[src/rtl/apb_wrr_arbiter_pkg.sv]
// Shared constants for the APB-programmable weighted round-robin arbiter.
// Latency: n/a (constants and types only).
// Backpressure: n/a.
//
// Holds the register byte addresses, the CTRL/STATUS bit positions and the
// arbiter FSM state type used by apb_wrr_arbiter.
package apb_wrr_arbiter_pkg;

    // Register byte addresses
    localparam logic [7:0] ADDR_CTRL        = 8'h00;
    localparam logic [7:0] ADDR_STATUS      = 8'h04;
    localparam logic [7:0] ADDR_GRANT_CNT   = 8'h08;
    localparam logic [7:0] ADDR_WEIGHT_BASE = 8'h10;  // WEIGHTi at BASE + 4*i

    // CTRL fields
    localparam int CTRL_EN_BIT = 0;

    // STATUS fields
    localparam int STATUS_POP_LSB = 0;   // [7:0]  popcount of req_i
    localparam int STATUS_IDX_LSB = 8;   // [15:8] current grantee index
    localparam int STATUS_ACT_BIT = 16;  // grant active

    typedef enum logic {
        ST_IDLE  = 1'b0,
        ST_GRANT = 1'b1
    } arb_state_e;

endpackage

[src/rtl/wrr_rr_pick.sv]
// Rotating first-one picker: lowest eligible index at or above ptr, wrapping.
// Latency: combinational, zero cycles.
// Backpressure: none; the result is consumed by the caller in the same cycle.
//
// Ports:
//   elig_i - eligibility mask, one bit per requester
//   ptr_i  - scan start index (0..NUM_REQ-1)
//   pick_o - one-hot selected requester (zero when nothing is eligible)
//   idx_o  - binary index of the selected requester
//   vld_o  - a requester was selected
module wrr_rr_pick #(
    parameter int NUM_REQ = 8,
    parameter int IDX_W   = 3
) (
    input  logic [NUM_REQ-1:0] elig_i,
    input  logic [IDX_W-1:0]   ptr_i,
    output logic [NUM_REQ-1:0] pick_o,
    output logic [IDX_W-1:0]   idx_o,
    output logic               vld_o
);

    always_comb begin
        int  j;
        logic found;
        j      = 0;
        found  = 1'b0;
        pick_o = '0;
        idx_o  = '0;
        // Visit ptr, ptr+1, ... wrapping at NUM_REQ; first hit wins.
        for (int i = 0; i < NUM_REQ; i++) begin
            j = int'(ptr_i) + i;
            if (j >= NUM_REQ) begin
                j = j - NUM_REQ;
            end
            if (!found && elig_i[j]) begin
                found     = 1'b1;
                pick_o[j] = 1'b1;
                idx_o     = IDX_W'(j);
            end
        end
        vld_o = found;
    end

endmodule

[src/rtl/apb_wrr_arbiter.sv]
// Weighted round-robin arbiter with an APB-style register port (CTRL, STATUS, WEIGHTi).
// Latency: req_i sampled high -> gnt_o high next cycle; PRData_o valid one cycle after a read.
// Backpressure: none; a grant holds for min(weight, request length) and is always
//               followed by exactly one idle cycle before the next grant.
//
// Optional feature: define ARB_GRANT_CNT_EN to add the 32-bit GRANT_CNT register at
// 0x08 (counts grants, saturates, cleared by any write). Without it 0x08 is unmapped.
//
// Ports:
//   Pclk_i, PReset_i             - clock, synchronous active-high reset
//   PSel_i, PWrite_i, PAddr_i,
//   PWData_i, PRData_o           - register access; writes land on the select edge,
//                                  read data is registered and held between reads
//   req_i                        - level requests, one per requester
//   gnt_o                        - registered one-hot-or-zero grant
module apb_wrr_arbiter
    import apb_wrr_arbiter_pkg::*;
#(
    parameter int NUM_REQ  = 8,
    parameter int WEIGHT_W = 4
) (
    input  logic               Pclk_i,
    input  logic               PReset_i,
    input  logic               PSel_i,
    input  logic               PWrite_i,
    input  logic [7:0]         PAddr_i,
    input  logic [31:0]        PWData_i,
    output logic [31:0]        PRData_o,
    input  logic [NUM_REQ-1:0] req_i,
    output logic [NUM_REQ-1:0] gnt_o
);

    localparam int IDX_W = (NUM_REQ > 1) ? $clog2(NUM_REQ) : 1;

    // Register state
    logic                en_q, en_d;
    logic [WEIGHT_W-1:0] weight_q [NUM_REQ];
    logic [WEIGHT_W-1:0] weight_d [NUM_REQ];
    logic [31:0]         prdata_q, prdata_d;

    // Arbitration state
    arb_state_e          state_q, state_d;
    logic [IDX_W-1:0]    ptr_q, ptr_d;
    logic [IDX_W-1:0]    grantee_q, grantee_d;
    logic [WEIGHT_W-1:0] credit_q, credit_d;
    logic [NUM_REQ-1:0]  gnt_q, gnt_d;

`ifdef ARB_GRANT_CNT_EN
    logic [31:0]         gcnt_q, gcnt_d;
`endif

    // Decode / datapath
    logic                wr_en, rd_en;
    logic                wt_hit;
    logic [IDX_W-1:0]    wt_idx;
    logic [7:0]          req_pop;
    logic [31:0]         rd_mux;
    logic [NUM_REQ-1:0]  elig;
    logic [NUM_REQ-1:0]  pick_oh;
    logic [IDX_W-1:0]    pick_idx;
    logic                pick_vld;
    logic                unused_wdata;

    assign wr_en = PSel_i & PWrite_i;
    assign rd_en = PSel_i & ~PWrite_i;

    // Only some write-data bits are architected; the rest are deliberately ignored.
    assign unused_wdata = ^PWData_i;

    // A zero weight parks a requester without needing a separate mask register.
    always_comb begin
        for (int i = 0; i < NUM_REQ; i++) begin
            elig[i] = req_i[i] && (weight_q[i] != '0);
        end
    end

    wrr_rr_pick #(
        .NUM_REQ (NUM_REQ),
        .IDX_W   (IDX_W)
    ) u_pick (
        .elig_i (elig),
        .ptr_i  (ptr_q),
        .pick_o (pick_oh),
        .idx_o  (pick_idx),
        .vld_o  (pick_vld)
    );

    // Address decode for the WEIGHT window and live request popcount.
    always_comb begin
        wt_hit  = 1'b0;
        wt_idx  = '0;
        req_pop = '0;
        for (int i = 0; i < NUM_REQ; i++) begin
            if (PAddr_i == ADDR_WEIGHT_BASE + 8'(4 * i)) begin
                wt_hit = 1'b1;
                wt_idx = IDX_W'(i);
            end
            req_pop = req_pop + 8'(req_i[i]);
        end
    end

    // Read mux; anything not decoded returns zero.
    always_comb begin
        rd_mux = '0;
        if (PAddr_i == ADDR_CTRL) begin
            rd_mux[CTRL_EN_BIT] = en_q;
        end else if (PAddr_i == ADDR_STATUS) begin
            rd_mux[STATUS_POP_LSB +: 8] = req_pop;
            rd_mux[STATUS_IDX_LSB +: 8] = (state_q == ST_GRANT) ? 8'(grantee_q) : 8'h00;
            rd_mux[STATUS_ACT_BIT]      = (state_q == ST_GRANT);
        end
`ifdef ARB_GRANT_CNT_EN
        else if (PAddr_i == ADDR_GRANT_CNT) begin
            rd_mux = gcnt_q;
        end
`endif
        else if (wt_hit) begin
            rd_mux[WEIGHT_W-1:0] = weight_q[wt_idx];
        end
    end

    // Register writes and read-data capture.
    always_comb begin
        en_d = en_q;
        for (int i = 0; i < NUM_REQ; i++) begin
            weight_d[i] = weight_q[i];
        end
        if (wr_en && (PAddr_i == ADDR_CTRL)) begin
            en_d = PWData_i[CTRL_EN_BIT];
        end
        if (wr_en && wt_hit) begin
            weight_d[wt_idx] = PWData_i[WEIGHT_W-1:0];
        end
        prdata_d = rd_en ? rd_mux : prdata_q;
    end

    // Arbitration next state. Credit is latched from the weight at grant start, so
    // weight writes during a grant only affect the next one.
    always_comb begin
        state_d   = state_q;
        gnt_d     = gnt_q;
        credit_d  = credit_q;
        ptr_d     = ptr_q;
        grantee_d = grantee_q;
        case (state_q)
            ST_IDLE: begin
                if (en_q && pick_vld) begin
                    state_d   = ST_GRANT;
                    gnt_d     = pick_oh;
                    credit_d  = weight_q[pick_idx];
                    grantee_d = pick_idx;
                end
            end
            ST_GRANT: begin
                credit_d = credit_q - WEIGHT_W'(1);
                // credit==1 means this cycle is the last one the weight allows.
                if (!req_i[grantee_q] || (credit_q == WEIGHT_W'(1)) || !en_q) begin
                    state_d  = ST_IDLE;
                    gnt_d    = '0;
                    credit_d = '0;
                    ptr_d    = (grantee_q == IDX_W'(NUM_REQ - 1)) ? '0 : grantee_q + IDX_W'(1);
                end
            end
            default: begin
                state_d = ST_IDLE;
                gnt_d   = '0;
            end
        endcase
    end

`ifdef ARB_GRANT_CNT_EN
    // A write clears the counter even if a grant starts on the same edge.
    always_comb begin
        gcnt_d = gcnt_q;
        if (wr_en && (PAddr_i == ADDR_GRANT_CNT)) begin
            gcnt_d = '0;
        end else if ((state_q == ST_IDLE) && (state_d == ST_GRANT) && (gcnt_q != '1)) begin
            gcnt_d = gcnt_q + 32'd1;
        end
    end
`endif

    always_ff @(posedge Pclk_i) begin
        if (PReset_i) begin
            en_q      <= 1'b0;
            prdata_q  <= '0;
            state_q   <= ST_IDLE;
            ptr_q     <= '0;
            grantee_q <= '0;
            credit_q  <= '0;
            gnt_q     <= '0;
            for (int i = 0; i < NUM_REQ; i++) begin
                weight_q[i] <= WEIGHT_W'(1);
            end
`ifdef ARB_GRANT_CNT_EN
            gcnt_q    <= '0;
`endif
        end else begin
            en_q      <= en_d;
            prdata_q  <= prdata_d;
            state_q   <= state_d;
            ptr_q     <= ptr_d;
            grantee_q <= grantee_d;
            credit_q  <= credit_d;
            gnt_q     <= gnt_d;
            for (int i = 0; i < NUM_REQ; i++) begin
                weight_q[i] <= weight_d[i];
            end
`ifdef ARB_GRANT_CNT_EN
            gcnt_q    <= gcnt_d;
`endif
        end
    end

    assign gnt_o    = gnt_q;
    assign PRData_o = prdata_q;

endmodule

[config.mk]
export PLATFORM = sky130hd
export DESIGN_NAME = apb_wrr_arbiter
export DESIGN_NICKNAME = d
export VERILOG_FILES = /design/src/rtl/apb_wrr_arbiter_pkg.sv /design/src/rtl/wrr_rr_pick.sv /design/src/rtl/apb_wrr_arbiter.sv
export SDC_FILE = /design/constraint.sdc
export NUM_CORES = 1
export LEC_CHECK = 0
export ABC_AREA = 1
export BUFFER_PORTS_ARGS = -buffer_cell sky130_fd_sc_hd__buf_2
export CORE_MARGIN = 8
export CORE_UTILIZATION = 59
export CTS_CLUSTER_SIZE = 28
export DETAILED_ROUTE_END_ITERATION = 16
export PLACE_DENSITY = 0.84
export SYNTH_ARGS = -nofsm -noshare
export SYNTH_HDL_FRONTEND = slang
export SYNTH_SLANG_ARGS = --single-unit
export TNS_END_PERCENT = 30
[constraint.sdc]
create_clock -name Pclk_i -period 9 [get_ports Pclk_i]
set_clock_uncertainty 0.05 [all_clocks]
set_input_delay 1.8 -clock Pclk_i [delete_from_list [all_inputs] [get_ports Pclk_i]]
set_output_delay 1.8 -clock Pclk_i [all_outputs]
set_load 0.1 [all_outputs]
======== After elaboration in Yosys (flattened, before gate mapping) ========
Memory sizes are Yosys's and may differ from the RTL's.
Index checks and enable logic that the tools add are counted.
W data, S select, Z words.
operators by class
  muxes and demuxes ....................... 120
  order comparisons ....................... 27
  bitwise logic cells ..................... 20
  $add $sub $neg .......................... 24
  reductions and logical operators ........ 50
  eq/ne operators ......................... 13
operator list
  operator                 count
  $mux W32                 9
  $ge A32 B1 Y1 const B    8
  $lt A32 B5 Y1 const B    8
  $ge A32 B5 Y1 const B    7
  $sub A32 B5 Y32 const B  7
  $mux W8                  10
  $or A8 B8 Y8             7
  $mux W4                  13
  $mux W1                  48
  $mux W3                  16
  $bwmux W32               1
  $eq A8 B5 Y1 const B     4
  $eq A8 B6 Y1 const B     4
  $reduce_bool A4 Y1       8
  $bmux W1 S3              9
  $logic_and A1 B1 Y1      27
  $demux W1 S3             8
  $add A3 B3 Y4 const B    4
  $mux W16                 1
  $pmux W8 S2              1
  $mux W13                 1
  $demux W4 S3             1
  $logic_not A1 Y1         9
  $add A3 B2 Y4 const B    2
  other kinds (29)         41
word-level totals
  bits of input ports ..................... 52
  logic and storage cells ................. 262
  memories kept ........................... 1
  register bits after elaboration ......... 37
  RAM bits ................................ 32
  output and inout bits ................... 40
memory list
  memory    words  bits a word  rd ports  clocked after memory_dff  wr ports  RTL line               source
  weight_q  8      4            10        0                         8         apb_wrr_arbiter.sv:37  logic [WEIGHT_W-1:0] weight_q [NUM_REQ];

======== Logic depth before layout (Yosys ltp) ========
An unclocked memory read counts as a cell.
  word-level depth ........................ 31
  gate-level depth with buffers ........... 21
  gate-level depth less buffers ........... 19

======== Cells and area by module ========
From an unflattened synthesis, not the netlist that was laid out.
unflattened totals
  cell total of the unflattened synthesis .. 836
  area total of the unflattened synthesis .. 5207.5 sq um
by module, submodules not included
  module           instances  cells each  area each (sq um)
  apb_wrr_arbiter  1          529         3612.2
  wrr_rr_pick      1          307         1595.3

======== Worst setup path before layout ========
Ideal clock, no wire load.
  kind .................................... input -> register
  start point ............................. input req_i[0]
  end point ............................... register prdata_q[2], in the netlist PRData_o[2]
  stages .................................. 12
  buffers on the path ..................... 0
  data arrival time ....................... 4321 ps
  path slack .............................. 4558 ps
  library setup time ...................... 70 ps
  cell sequence ........................... fa_1 -> inv_1 -> fa_1 -> fa_1 -> inv_1 -> ha_1 -> fa_1 -> nand2_1 -> inv_1 -> o21ai_0 -> o211ai_1 -> a21oi_1
between the ends
  longest elaborated chain between the ends .. 9
RTL lines
  element               RTL line                source
  from (decl)           apb_wrr_arbiter.sv:29   input logic [NUM_REQ-1:0] req_i,
  $add A1 B1 Y2         apb_wrr_arbiter.sv:98   req_pop = req_pop + 8'(req_i[i]);
  $add A2 B1 Y3         apb_wrr_arbiter.sv:98
  $add A3 B1 Y4         apb_wrr_arbiter.sv:98
  $add A4 B1 Y5         apb_wrr_arbiter.sv:98
  $add A5 B1 Y6         apb_wrr_arbiter.sv:98
  $add A6 B1 Y7         apb_wrr_arbiter.sv:98
  $add A7 B1 Y8         apb_wrr_arbiter.sv:98
  $mux W4               apb_wrr_arbiter.sv:107  end else if (PAddr_i == ADDR_STATUS) begin
  $mux W16              apb_wrr_arbiter.sv:105  if (PAddr_i == ADDR_CTRL) begin
  to (signal assigned)  apb_wrr_arbiter.sv:200  prdata_q <= prdata_d;
  to (decl)             apb_wrr_arbiter.sv:39   logic [31:0] prdata_q, prdata_d;
Every way passes these cells.
A chain may end at the register's enable or synchronous reset.

======== Worst setup path in the final report ========
  start point ............................. register ptr_q[1]
  end point ............................... register credit_q[0]
between the ends
  longest elaborated chain between the ends .. 30
  elaborated cells on any way between the ends .. 90
  those cells by class .................... add/sub: 15; order compare: 8; eq/ne: 1; mux: 50; reduce/logical: 15; memory: 1
RTL lines
  element                                                   RTL line                source
  from (decl)                                               apb_wrr_arbiter.sv:43   logic [IDX_W-1:0] ptr_q, ptr_d;
  from (signal assigned)                                    apb_wrr_arbiter.sv:202  ptr_q <= ptr_d;
  branches (longest 30 deep; another with $sub A32 B5 Y32)  -
  to (signal assigned)                                      apb_wrr_arbiter.sv:204  credit_q <= credit_d;
  to (decl)                                                 apb_wrr_arbiter.sv:45   logic [WEIGHT_W-1:0] credit_q, credit_d;
Parallel ways; which one is timed is not known. The select of a mux whose other input is x is not followed.

==> report_table.html <==
<table>
<tr><th>Metric</th><th>Value</th></tr>
<tr><th colspan="2">Timing</th></tr>
<tr><td>Highest attainable clock frequency</td><td>0.214 GHz</td></tr>
<tr><td>Total negative setup slack</td><td>0 ns</td></tr>
<tr><td>Worst hold slack across all endpoints</td><td>around 0.41 ns</td></tr>
<tr><td>Final worst-path cycle share</td><td>approximately half</td></tr>
<tr><td>Tightest slew margin relative to the limit</td><td>around a third</td></tr>
<tr><td>Worst Tran Pin Value</td><td>1.01 ns</td></tr>
<tr><td>Endpoints failing setup</td><td>0</td></tr>
<tr><td>Final Critical Period</td><td>approximately 4.7 ns</td></tr>
<tr><td>Total count of max-transition violations in the final report</td><td>0</td></tr>
<tr><td>Count of endpoints failing hold in the final timing report</td><td>0</td></tr>
<tr><td>Unrepaired setup endpoints after global routing</td><td>no</td></tr>
<tr><th colspan="2">Place</th></tr>
<tr><td>I/O Buffers</td><td>39</td></tr>
<tr><td>Weighted congestion at the end of routability-driven global placement</td><td>roughly 0.98</td></tr>
<tr><td>HPWL after DPL</td><td>approximately 12 mm</td></tr>
<tr><th colspan="2">Detailed routing</th></tr>
<tr><td>Routed wire length per instance</td><td>roughly 17 um</td></tr>
<tr><td>Overall via count from detail_route</td><td>approximately 5400</td></tr>
<tr><td>Wirelength, routed</td><td>roughly 16 mm</td></tr>
<tr><td>Initial detailed-routing violation count</td><td>about 570</td></tr>
<tr><td>Residual DRC</td><td>0</td></tr>
<tr><td>Pre-antenna DRT Iters</td><td>5</td></tr>
<tr><td>Per-cell via count in the routed design</td><td>between 6 and 7</td></tr>
<tr><td>Number of nets still failing antenna checks after routing</td><td>0</td></tr>
<tr><th colspan="2">GRT</th></tr>
<tr><td>Via count of the first global-routing pass</td><td>~5000</td></tr>
<tr><td>Number of antenna violations at the first check in global routing</td><td>0</td></tr>
<tr><td>Pin count of the biggest net entering global routing</td><td>38</td></tr>
<tr><td>Global route overflow</td><td>0</td></tr>
<tr><td>Wire length of the first global-routing pass</td><td>between 20 and 30 mm</td></tr>
<tr><td>Overall track demand over capacity in global routing</td><td>a little over a quarter</td></tr>
<tr><th colspan="2">Logic synthesis</th></tr>
<tr><td>Proportion of register bits with asynchronous set or reset after synthesis</td><td>0%</td></tr>
<tr><td>Instance count of the mapped netlist</td><td>roughly 750</td></tr>
<tr><td>Dominant cell by count in the synthesized netlist</td><td>nand2_1</td></tr>
<tr><td>Cell type contributing the most total cell area after synthesis</td><td>dfxtp_1</td></tr>
<tr><td>Unique cell type count in the Yosys netlist</td><td>48</td></tr>
<tr><td>Count of warnings emitted by yosys</td><td>0</td></tr>
<tr><td>Proportion of netlist area held by the largest area contributor</td><td>between 20% and 30%</td></tr>
<tr><td>Avg Cell Area, Syn</td><td>around 6.4 um2</td></tr>
<tr><td>EDFF count, synth</td><td>0</td></tr>
<tr><td>Largest cells by area after synthesis</td><td>dfxtp_1 (25%), nand2_1 (11%), nand3_1 (10%)</td></tr>
<tr><td>Dominant synthesized flop cell</td><td>dfxtp_1</td></tr>
<tr><td>Netlist Area Pre-Place</td><td>between 0.004 and 0.005 mm2</td></tr>
<tr><td>Register area share after synthesis</td><td>between 20% and 30%</td></tr>
<tr><td>Synth Register Bits</td><td>60</td></tr>
<tr><td>Leading post-synthesis cells by instance count</td><td>nand2_1 (139), nand3_1 (100), inv_1 (89), a21oi_1 (71), dfxtp_1 (60)</td></tr>
<tr><th colspan="2">Setup path</th></tr>
<tr><td>Endpoint arrival time on the critical path</td><td>approximately 4.9 ns</td></tr>
<tr><td>Crit. End Element</td><td>flip-flop</td></tr>
<tr><td>CP required</td><td>a little over 9 ns</td></tr>
<tr><td>CP max-delay cell</td><td>ha_1</td></tr>
<tr><td>Cell breakdown of the critical path</td><td>inv_2 &gt; ha_1 &gt; inv_1 &gt; nand3_1 &gt; nand2_1 &gt; o21ai_1 &gt; inv_1 &gt; nor2_1 &gt; nor2_2 &gt; nand3_4 &gt; nand2_4 &gt; nand2_1 &gt; nand3_1 &gt; nand3_1 &gt; nand3_1 &gt; a21oi_1</td></tr>
<tr><td>Largest driver fanout on the critical path</td><td>17</td></tr>
<tr><td>FF-to-FF path depth</td><td>16</td></tr>
<tr><td>Worst R2R End</td><td>credit_q[0]</td></tr>
<tr><td>Most common cell on crit path</td><td>nand3_1</td></tr>
<tr><td>R2r startpoint</td><td>ptr_q[1]</td></tr>
<tr><td>Peak per-stage delay on the critical path</td><td>slightly below 0.7 ns</td></tr>
<tr><td>Kind of start point of the critical path</td><td>flip-flop</td></tr>
<tr><td>R2R Setup Slk</td><td>roughly 4.3 ns</td></tr>
<tr><td>WS Path Type</td><td>reg2reg</td></tr>
<tr><th colspan="2">Clock network</th></tr>
<tr><td>Clk buf depth</td><td>2</td></tr>
<tr><td>Root buffer selected by CTS</td><td>clkbuf_8</td></tr>
<tr><td>Post CTS Setup Buffer Count</td><td>0</td></tr>
<tr><td>Number of H-tree levels</td><td>3</td></tr>
<tr><td>Resize count post-CTS</td><td>0</td></tr>
<tr><td>CTS hold repair buffers</td><td>0</td></tr>
<tr><td>Number of clock buffers inserted by TritonCTS</td><td>9</td></tr>
<tr><td>Worst-skew pair later-pin latency</td><td>0.35 ns</td></tr>
<tr><td># clock sinks</td><td>60</td></tr>
<tr><td>Clock tree from TritonCTS</td><td>yes</td></tr>
<tr><td>Clock slew at the register clock pins of the worst setup and hold paths</td><td>around 0.070 ns</td></tr>
<tr><th colspan="2">Floorplan</th></tr>
<tr><td>Floorplan die height</td><td>around 110 um</td></tr>
<tr><td>Top-level I/O count</td><td>92</td></tr>
<tr><td>Number of cell rows</td><td>33</td></tr>
<tr><td>Area inside the core boundary</td><td>0.00805 mm2</td></tr>
<tr><td>Die area</td><td>0.0113 mm2</td></tr>
<tr><td>Initial Util</td><td>59.8%</td></tr>
<tr><td>Width of the chip</td><td>about 110 um</td></tr>
<tr><th colspan="2">Min path</th></tr>
<tr><td>End point of the most critical hold path</td><td>PRData_o[2]</td></tr>
<tr><td>Worst hold path type</td><td>reg2reg</td></tr>
<tr><td>Startpoint of the most critical hold path</td><td>PRData_o[2]</td></tr>
<tr><td>Number of cells on the worst hold path</td><td>2</td></tr>
<tr><th colspan="2">Finish</th></tr>
<tr><td>Antenna diodes</td><td>0</td></tr>
<tr><td>Area growth from synthesis to layout</td><td>6.42%</td></tr>
<tr><td>Final #Nets</td><td>approximately 850</td></tr>
<tr><td>Final design utilization</td><td>~64%</td></tr>
<tr><td>Proportion of layout cells with a drive suffix above 1</td><td>10.4%</td></tr>
<tr><th colspan="2">Run status</th></tr>
<tr><td>Outcome</td><td>finished clean</td></tr>
<tr><th colspan="2">Pwr</th></tr>
<tr><td>Pwr dens</td><td>approximately 120 mW/mm2</td></tr>
<tr><td>Static Leak</td><td>approximately 2.3 nW</td></tr>
<tr><td>Worst voltage drop across the vdd grid</td><td>0.0987 mV</td></tr>
<tr><th colspan="2">Flow run</th></tr>
<tr><td>Number of maximum-capacitance violations</td><td>0</td></tr>
</table>
## metal layers
layer	track usage (%)	vias to the layer above	part of all wire, %	wire (um)
li1	-	2549	-	-
met1	32.0	2506	39	6120
met2	46.1	284	48	7400
met3	5.75	55	8.5	1320
met4	13.1	0	4.3	671
met5	0	-	0	0
## cells in the final DEF, fill, tap and decap left out, types with 3 or more instances in the layout
cell type and n:
clkbuf_8 9, nand3_1 100, a21oi_1 71, clkinv_2 3, inv_2 5, nor2_2 4, a221oi_1 11, or2_1 3
buf_2 39, ha_1 15, fa_1 4, a22oi_1 5, nor3_1 26, nand2_1 139, nand4_1 8, dfxtp_1 60
o22ai_1 3, inv_1 89, o21ai_0 49, nand2_4 3, conb_1 24, nand2_2 5, o2111ai_1 6, o211ai_1 5
o221ai_1 8, nor2_1 59
## critical path, delay by kind of cell (launching register included)
kind	cells	cell delay, ns
DFF	1	0.60
and+or+nand+nor	10	1.99
adders and majority gates	1	0.68
AOI/OAI and AO/OA	2	0.54
buffers and inverters	3	0.74
## final cells by class
| class | instances | area [um2] |
|---|---|---|
| Clock inverter | 5 | 52.6 |
| Tap cell | 105 | 131 |
| Timing Repair Buffer | 40 | 203 |
| Inverter | 97 | 367 |
| Sequential cell | 60 | 1200 |
| Clock buffer | 11 | 131 |
| Fill cell | 814 | 2930 |
| Multi-Input combinational cell | 569 | 3030 |
## metrics by stage
stage	total power, mW	cell area [um2]	worst slack [ns]	std cells
3_3_place_gp	0.401	4940	4.25	871
6_report	0.638	5120	4.32	887
2_1_floorplan	0.387	4900	4.56	772
3_5_place_dp	0.403	4940	4.22	871
5_1_grt	0.661	5120	4.12	887
4_1_cts	0.636	5120	4.45	887
## cell families (layout without fill, tap and decap cells)
logic type | after synthesis | in the layout | share of synthesized area, %
AOI/OAI and AO/OA | 167 | 167 | 20.4
xor gates and xnor gates | 2 | 2 | 0.364
adders and majority gates | 19 | 19 | 5.57
buffers and inverters | 143 | 153 | 13.8
DFF | 60 | 60 | 25.0
muxes | 1 | 1 | 0.208
other | 1 | 24 | 0.0779
and+or+nand+nor | 356 | 356 | 34.6
## power by group
part	internal, mW	switching, mW	total, mW	leakage, nW
combinational	0.0284	0.105	0.134	1.75
clock	0.127	0.111	0.237	0.0931
sequential	0.266	0.000499	0.266	0.484
## state kept, by name (all words and copies together), names as in the netlist
register,count
ptr_q,3
state_q,1
weight_q,32
PRData_o,8
en_q,1
gnt_o,8
grantee_q,3
credit_q,4
## worst max path at each step
| stage | end | start |
|---|---|---|
| 5_1_grt | credit_q[3] | ptr_q[1] |
| 6_report | credit_q[0] | ptr_q[1] |
| 3_3_place_gp | PRData_o[2] | req_i[0] |
| 4_1_cts | credit_q[0] | ptr_q[1] |
| 2_1_floorplan | PRData_o[2] | req_i[0] |
| 3_5_place_dp | PRData_o[2] | req_i[0] |
(Power assumes the default switching activity.)
